$ cat src/rtl/mem_arb_pkg.sv
// Shared constants and types for the IF/MEM memory-port arbiter:
// source IDs, grant states and access-size encodings.
package mem_arb_pkg;

  localparam logic SRC_INST = 1'b0;
  localparam logic SRC_DATA = 1'b1;

  localparam logic [1:0] SIZE_BYTE = 2'd0;
  localparam logic [1:0] SIZE_HALF = 2'd1;
  localparam logic [1:0] SIZE_WORD = 2'd2;

  typedef enum logic [1:0] {
    IDLE      = 2'd0,
    LOCK_INST = 2'd1,
    LOCK_DATA = 2'd2
  } grant_state_e;

  function automatic grant_state_e lock_state(input logic src);
    return (src == SRC_DATA) ? LOCK_DATA : LOCK_INST;
  endfunction

endpackage

$ cat src/rtl/mem_port_arbiter_route_fifo.sv
// In-order FIFO of 1-bit source IDs, one entry per accepted memory request.
// A push into a full FIFO is taken only when a pop happens in the same cycle.
module route_fifo
  import mem_arb_pkg::*;
#(
  parameter int DEPTH = 2,
  parameter int CW    = $clog2(DEPTH + 1)
) (
  input  logic          clk,
  input  logic          reset,
  input  logic          push,
  input  logic          push_src,
  input  logic          pop,
  output logic          head,
  output logic [CW-1:0] count,
  output logic          full,
  output logic          empty
);

  localparam int PW = (DEPTH > 1) ? $clog2(DEPTH) : 1;

  logic [DEPTH-1:0] mem_r;
  logic [PW-1:0]    wr_ptr_r;
  logic [PW-1:0]    rd_ptr_r;
  logic [CW-1:0]    count_r;
  logic             push_ok_s;
  logic             pop_ok_s;

  function automatic logic [PW-1:0] next_ptr(input logic [PW-1:0] p);
    return (p == PW'(DEPTH - 1)) ? {PW{1'b0}} : p + PW'(1);
  endfunction

  assign empty     = (count_r == {CW{1'b0}});
  assign full      = (count_r == CW'(DEPTH));
  assign pop_ok_s  = pop & ~empty;
  assign push_ok_s = push & (~full | pop_ok_s);
  assign head      = mem_r[rd_ptr_r];
  assign count     = count_r;

  // Storage, pointers and occupancy
  always_ff @(posedge clk or posedge reset) begin
    if (reset) begin
      mem_r    <= {DEPTH{SRC_INST}};
      wr_ptr_r <= {PW{1'b0}};
      rd_ptr_r <= {PW{1'b0}};
      count_r  <= {CW{1'b0}};
    end else begin
      if (push_ok_s) begin
        mem_r[wr_ptr_r] <= push_src;
        wr_ptr_r        <= next_ptr(wr_ptr_r);
      end
      if (pop_ok_s) begin
        rd_ptr_r <= next_ptr(rd_ptr_r);
      end
      case ({push_ok_s, pop_ok_s})
        2'b10:   count_r <= count_r + CW'(1);
        2'b01:   count_r <= count_r - CW'(1);
        default: count_r <= count_r;
      endcase
    end
  end

endmodule

$ cat src/rtl/mem_port_arbiter.sv
// Arbitrates the instruction and data requesters onto one SRAM-like port,
// holding a presented request until accepted and routing responses in order.
module mem_port_arbiter
  import mem_arb_pkg::*;
#(
  parameter int DEPTH  = 2,
  parameter int ADDR_W = 32,
  parameter int DATA_W = 32
) (
  input  logic              clk,
  input  logic              reset,
  input  logic              inst_req,
  input  logic              inst_wr,
  input  logic [1:0]        inst_size,
  input  logic [3:0]        inst_wstrb,
  input  logic [ADDR_W-1:0] inst_addr,
  input  logic [DATA_W-1:0] inst_wdata,
  output logic              inst_addr_ok,
  output logic              inst_data_ok,
  output logic [DATA_W-1:0] inst_rdata,
  input  logic              data_req,
  input  logic              data_wr,
  input  logic [1:0]        data_size,
  input  logic [3:0]        data_wstrb,
  input  logic [ADDR_W-1:0] data_addr,
  input  logic [DATA_W-1:0] data_wdata,
  output logic              data_addr_ok,
  output logic              data_data_ok,
  output logic [DATA_W-1:0] data_rdata,
  output logic              mem_req,
  output logic              mem_wr,
  output logic [1:0]        mem_size,
  output logic [3:0]        mem_wstrb,
  output logic [ADDR_W-1:0] mem_addr,
  output logic [DATA_W-1:0] mem_wdata,
  input  logic              mem_addr_ok,
  input  logic              mem_data_ok,
  input  logic [DATA_W-1:0] mem_rdata,
  output logic              err
);

  localparam int CW = $clog2(DEPTH + 1);

  grant_state_e  state_r;
  logic          err_r;
  logic          grant_valid_s;
  logic          grant_src_s;
  logic          src_req_s;
  logic          can_issue_s;
  logic          accept_s;
  logic          resp_s;
  logic          head_s;
  logic          full_s;
  logic          empty_s;
  logic [CW-1:0] count_s;

  // Grant selection: a locked source keeps the port, otherwise data wins
  always_comb begin
    grant_valid_s = 1'b0;
    grant_src_s   = SRC_INST;
    case (state_r)
      IDLE: begin
        if (data_req) begin
          grant_valid_s = 1'b1;
          grant_src_s   = SRC_DATA;
        end else if (inst_req) begin
          grant_valid_s = 1'b1;
          grant_src_s   = SRC_INST;
        end else begin
          grant_valid_s = 1'b0;
          grant_src_s   = SRC_INST;
        end
      end
      LOCK_INST: begin
        grant_valid_s = 1'b1;
        grant_src_s   = SRC_INST;
      end
      LOCK_DATA: begin
        grant_valid_s = 1'b1;
        grant_src_s   = SRC_DATA;
      end
      default: begin
        grant_valid_s = 1'b0;
        grant_src_s   = SRC_INST;
      end
    endcase
  end

  // Responses free a slot in the same cycle, so data_ok may admit a request at full
  assign src_req_s   = (grant_src_s == SRC_DATA) ? data_req : inst_req;
  assign can_issue_s = (count_s < CW'(DEPTH)) | mem_data_ok;
  assign mem_req     = ~reset & grant_valid_s & src_req_s & can_issue_s;
  assign accept_s    = mem_req & mem_addr_ok;

  // Request-field mux from the granted source, zero when nothing is granted
  always_comb begin
    mem_wr    = 1'b0;
    mem_size  = 2'd0;
    mem_wstrb = 4'd0;
    mem_addr  = {ADDR_W{1'b0}};
    mem_wdata = {DATA_W{1'b0}};
    if (~reset & grant_valid_s) begin
      if (grant_src_s == SRC_DATA) begin
        mem_wr    = data_wr;
        mem_size  = data_size;
        mem_wstrb = data_wstrb;
        mem_addr  = data_addr;
        mem_wdata = data_wdata;
      end else begin
        mem_wr    = inst_wr;
        mem_size  = inst_size;
        mem_wstrb = inst_wstrb;
        mem_addr  = inst_addr;
        mem_wdata = inst_wdata;
      end
    end else begin
      mem_wr    = 1'b0;
      mem_size  = 2'd0;
      mem_wstrb = 4'd0;
      mem_addr  = {ADDR_W{1'b0}};
      mem_wdata = {DATA_W{1'b0}};
    end
  end

  assign inst_addr_ok = accept_s & (grant_src_s == SRC_INST);
  assign data_addr_ok = accept_s & (grant_src_s == SRC_DATA);
  assign resp_s       = ~reset & mem_data_ok & ~empty_s;
  assign inst_data_ok = resp_s & (head_s == SRC_INST);
  assign data_data_ok = resp_s & (head_s == SRC_DATA);
  assign inst_rdata   = mem_rdata;
  assign data_rdata   = mem_rdata;
  assign err          = err_r;

  route_fifo #(.DEPTH(DEPTH), .CW(CW)) u_route_fifo (
    .clk      (clk),
    .reset    (reset),
    .push     (accept_s),
    .push_src (grant_src_s),
    .pop      (resp_s),
    .head     (head_s),
    .count    (count_s),
    .full     (full_s),
    .empty    (empty_s)
  );

  // Lock state machine and sticky stray-response error
  always_ff @(posedge clk or posedge reset) begin
    if (reset) begin
      state_r <= IDLE;
      err_r   <= 1'b0;
    end else begin
      if (mem_data_ok & empty_s) begin
        err_r <= 1'b1;
      end
      case (state_r)
        IDLE: begin
          if (mem_req & ~mem_addr_ok) begin
            state_r <= lock_state(grant_src_s);
          end
        end
        LOCK_INST, LOCK_DATA: begin
          if (accept_s) begin
            state_r <= IDLE;
          end
        end
        default: state_r <= IDLE;
      endcase
    end
  end

  logic unused_s;
  assign unused_s = full_s;

endmodule

$ cat config.mk
export PLATFORM = sky130hd
export DESIGN_NAME = mem_port_arbiter
export DESIGN_NICKNAME = d
export VERILOG_FILES = /design/src/rtl/mem_arb_pkg.sv /design/src/rtl/mem_port_arbiter_route_fifo.sv /design/src/rtl/mem_port_arbiter.sv
export SDC_FILE = /design/constraint.sdc
export NUM_CORES = 1
export LEC_CHECK = 0
export CAP_MARGIN = 20
export CORE_AREA = 8 8 118 120
export DETAILED_ROUTE_END_ITERATION = 12
export DIE_AREA = 0 0 126 128
export HOLD_SLACK_MARGIN = 0.15
export MAX_ROUTING_LAYER = met4
export PLACE_DENSITY = 0.67
export SETUP_SLACK_MARGIN = 0.1
export SYNTH_ARGS = -nofsm -noshare
export SYNTH_HDL_FRONTEND = slang
export SYNTH_SLANG_ARGS = --single-unit
export TNS_END_PERCENT = 5
$ cat constraint.sdc
create_clock -name clk -period 4.9 [get_ports clk]
set_input_delay 0.49 -clock clk [delete_from_list [all_inputs] [get_ports clk]]
set_output_delay 0.49 -clock clk [all_outputs]
set_load 0.005 [all_outputs]
==> impl_summary.md <==
Run status
The flow ran to the end, and the final reports show no timing, DRC or antenna violations.

Synth
The synthesized netlist contains 31 unique library cells. The netlist area before placement is 2351 um2. Counting flops and latches in the post-synthesis netlist gives 9. The number of standard cells after synthesis is 360. Synthesis produced a netlist with a net count of 543. The share of the Yosys chip area taken by registers is 9.580%. The post-synthesis area per instance is 6.531 um2. The synthesis warning total is 0.

Pwr
In this run, flip-flops and latches consume 9.4% of the power. The ratio of total power to cell area is 312.0 nW/um2. The clock share of power is 11.0%. The share of power burned in combinational logic is 79.5%. In this run the power spent charging and discharging nets is 588.1 uW.

Internal power comes to 753.9 uW. The reported leakage power is 0.001582 uW. Of the total power, the share spent switching nets is 43.82%.

The peak supply drop is 237.9 uV.

Timing
In this run the tightest slew margin relative to its limit is 32.69%. The post-route setup TNS is 0 ns. Setup repair after global routing left no endpoint under its margin. Setup violations remaining at the end of the flow were counted as 0. The worst hold margin is around 0.45 ns. The final clock skew is 0.004557 ns.

The minimum clock period after layout is 3.728 ns. Derived from the worst setup path, the maximum achievable clock frequency is 0.2682 GHz. The final critical-path share of the clock period is 76.08%.

The count of final hold-check violations was 0. The final number of max-transition violations is 0. For the pin with the worst max-slew slack, the measured transition is 1.007 ns.

Setup path
The type of origin of the critical path is a flop. The maximum cell stage delay along the critical path is between 0.8 and 0.9 ns. The critical-path maximum fanout is just under 60. The signal on the critical path passes through inv_1 -> ha_1 -> nor3_1 -> or4_4 -> buf_4 -> a21oi_2 -> clkdlybuf4s50_1. The arrival time reported for the critical path endpoint is about 3.2 ns. For the worst setup path, the data required time is 4.41 ns. The setup path with the least slack is of type flop to output pin. STA classifies the critical path endpoint as an output pin.

The cell with the largest stage delay on the worst path is sky130_fd_sc_hd__or4_4.

Worst hold path
In this run the worst hold path is classified as flop to flop.

Final layout
The number of diodes is 0. Once layout is done, the placed cells without fillers occupy 4302 um2. The combined area of the multi-input logic cells is 1494 um2. In the final layout, flip-flops and latches occupy ~230 um2. After the last flow step, the layout net total stands at 688. The post-route netlist has 16.47% of its cells at a drive strength greater than 1.

Fill cells in the final layout number 1304. The growth of design area from synthesis to finish is 82.97%. The final cell utilization of the core is 35.23%.

Clock network
The clock slew at the register clock pins of the worst setup and hold paths is roughly 0.040 ns. No sink is reached through more buffers than the 2 on the longest clock path. The cell sitting at the root of the clock tree is a sky130_fd_sc_hd__clkbuf_16. The number of sinks handled by clock tree synthesis is 9. The number of buffers created by CTS is 3.

After clock tree synthesis, the setup repair step added 0 buffers. CTS built an H-tree with a depth of 1. After clock tree synthesis, the flow added hold-fix buffers numbering 0. TritonCTS built the clock tree. The source-to-sink clock delay at the later pin of the worst-skew pair is ~0.24 ns. The post-cts resize count is 0.

Global routing
The met3 demand-to-capacity share in global routing is 4.201%. The met2 track demand over resource in global routing is 20.17%. Global routing used between 10% and 20% of the available tracks across all layers. Entering global routing, the biggest net connects 62 pins.

The first-pass GRT wire length is 15500 um. The global-route track usage on met1 is 12.83%. The number of antenna violations at the first check in global routing was 0. The number of global-route vias before repair is between 3k and 4k.

The global routing stage identified its most utilized layer as met2. The aggregate global routing overflow is 0.

Routing
Dividing the detail-routed via count by the number of cells gives 4.408. For this block, the routed nets add up to 10320 um of wire. The DRC marker count from the first detailed-route iteration is 81. The wire length per cell is 15.78 um. The number of nets with antenna violations after detailed routing is 0. The routed layout has 2883 vias. After detailed routing, the number of remaining DRC violations is 0. Before antenna repair, the detailed router went through 4 iterations.

Run
The number of max-capacitance violations reported is 0.

Floorplan
The die is 126 um wide. The cell row count is 41. The die span in y is 128 um. The initial standard-cell utilization of the core is 19.26%. The die area is approximately 16000 um2. The number of I/O pins is 321. The total area inside the core boundary comes to 12210 um2.

Placement
During placement, the flow inserted port buffers numbering 224. The placer congestion estimate is roughly 0.88. Once placement finished, the instance area stood at 4203 um2.

Detailed placement finished with a half-perimeter wire length of 8531 um.
synthesized netlist by cell type (all sizes together):
library cell  number  share of area, %
nand2b             3              0.80
nand4              1              0.27
nor3               1              0.21
nand2            143                23
clkbuf            14               2.2
o2111ai            1              0.37
or2                1              0.27
and2               2              0.53
a21oi             73                27
a32oi              2              0.75
dfrtp              9               9.6
o211a              1              0.43
nor2b              2              0.53
a31oi              2              0.53
or4                1              0.32
nand3              1              0.21
nor2               8               1.3
mux2               1              0.48
o21bai             1              0.32
nor4               1              0.90
mux2i              1              0.43
ha                 3               1.6
a21o               2              0.64
inv                5              0.80
xnor2              3               1.1
o21ai              2              0.43
buf               74                25
o32ai              2              0.75
flip-flops by register name, summed over array words and instances (netlist names):
signal and cells:
err 1, state_r 2, u_route_fifo.count 2, u_route_fifo.mem_r 2, u_route_fifo.rd_ptr_r 1, u_route_fifo.wr_ptr_r 1
path summary, 6_finish.rpt:
check                           startpoint               endpoint  slack [ns]  cells past startpoint
worst max-delay path            state_r[0]          mem_wdata[29]        1.17                      7
worst min-delay path                   err                    err        0.45                      1
worst max register to register  state_r[0]             state_r[1]        2.73                      6
worst min register to register         err                    err        0.45                      1
max in group asynchronous            reset  u_route_fifo.mem_r[1]        3.95                      2
min in group asynchronous            reset                    err        0.69                      2
area by class of cell:
type	instances	area share, %
multi-input combinational	258	34.73
inverter	5	0.4363
sequential	9	5.236
tap	150	4.363
timing repair buffer	228	53.40
clock buffer	4	1.832
layout by cell type, fill, tap and decap left out, types with 2 or more instances in the layout:
master / n
sky130_fd_sc_hd__clkdlybuf4s50_1: 224
sky130_fd_sc_hd__nand2_1: 143
sky130_fd_sc_hd__a21oi_2: 71
sky130_fd_sc_hd__dfrtp_1: 9
sky130_fd_sc_hd__nor2_1: 8
sky130_fd_sc_hd__inv_1: 5
sky130_fd_sc_hd__nand2b_1: 3
sky130_fd_sc_hd__xnor2_1: 3
sky130_fd_sc_hd__ha_1: 3
sky130_fd_sc_hd__clkbuf_16: 3
sky130_fd_sc_hd__o21ai_0: 2
sky130_fd_sc_hd__nor2b_1: 2
sky130_fd_sc_hd__and2_1: 2
sky130_fd_sc_hd__a31oi_1: 2
sky130_fd_sc_hd__a32oi_1: 2
sky130_fd_sc_hd__o32ai_1: 2
sky130_fd_sc_hd__buf_12: 2
sky130_fd_sc_hd__buf_4: 2
through the flow:
| step | worst slack [ns] | total power, uW | instances |
|---|---|---|---|
| global route | 0.9974 | 1456 | 654 |
| floorplan | 2.695 | 746.6 | 360 |
| finish | 1.172 | 1342 | 654 |
| detailed placement | 1.188 | 1189 | 649 |
| global placement | 1.293 | 1175 | 649 |
| CTS | 1.177 | 1346 | 653 |
worst max-delay path, delay by kind of cell, from the launching register on:
kind | cells | cell delay, ns
AOI/OAI and AO/OA | 1 | 0.06
adders and majority gates | 1 | 0.36
and+or+nand+nor | 2 | 1.24
DFF | 1 | 0.38
buffers and inverters | 3 | 0.93
kinds of logic (layout without fill, tap and decap cells):
kind of cell	count (synthesis)	in the layout	synth area share, %
AOI/OAI and AO/OA	86	86	31.08
xor gates and xnor gates	3	3	1.118
adders and majority gates	3	3	1.597
buffers and inverters	93	237	27.57
DFF	9	9	9.580
muxes	2	2	0.9047
and+or+nand+nor	164	164	28.15
power groups by stage:
stage	Combinational (uW)	Clock [uW]	Sequential [uW]
4_1_cts	1070	149	127
5_1_grt	1170	157	132
3_5_place_dp	1060	0	126
3_3_place_gp	1050	0	125
2_1_floorplan	626	0	121
6_report	1070	148	127
metal layers:
layer	up-vias	routed length (um)
met1	1274	4202
met5	-	0
li1	1389	-
met4	0	197
met3	27	1068
met2	193	4849
Note: power is estimated with default switching activity, not from simulation.
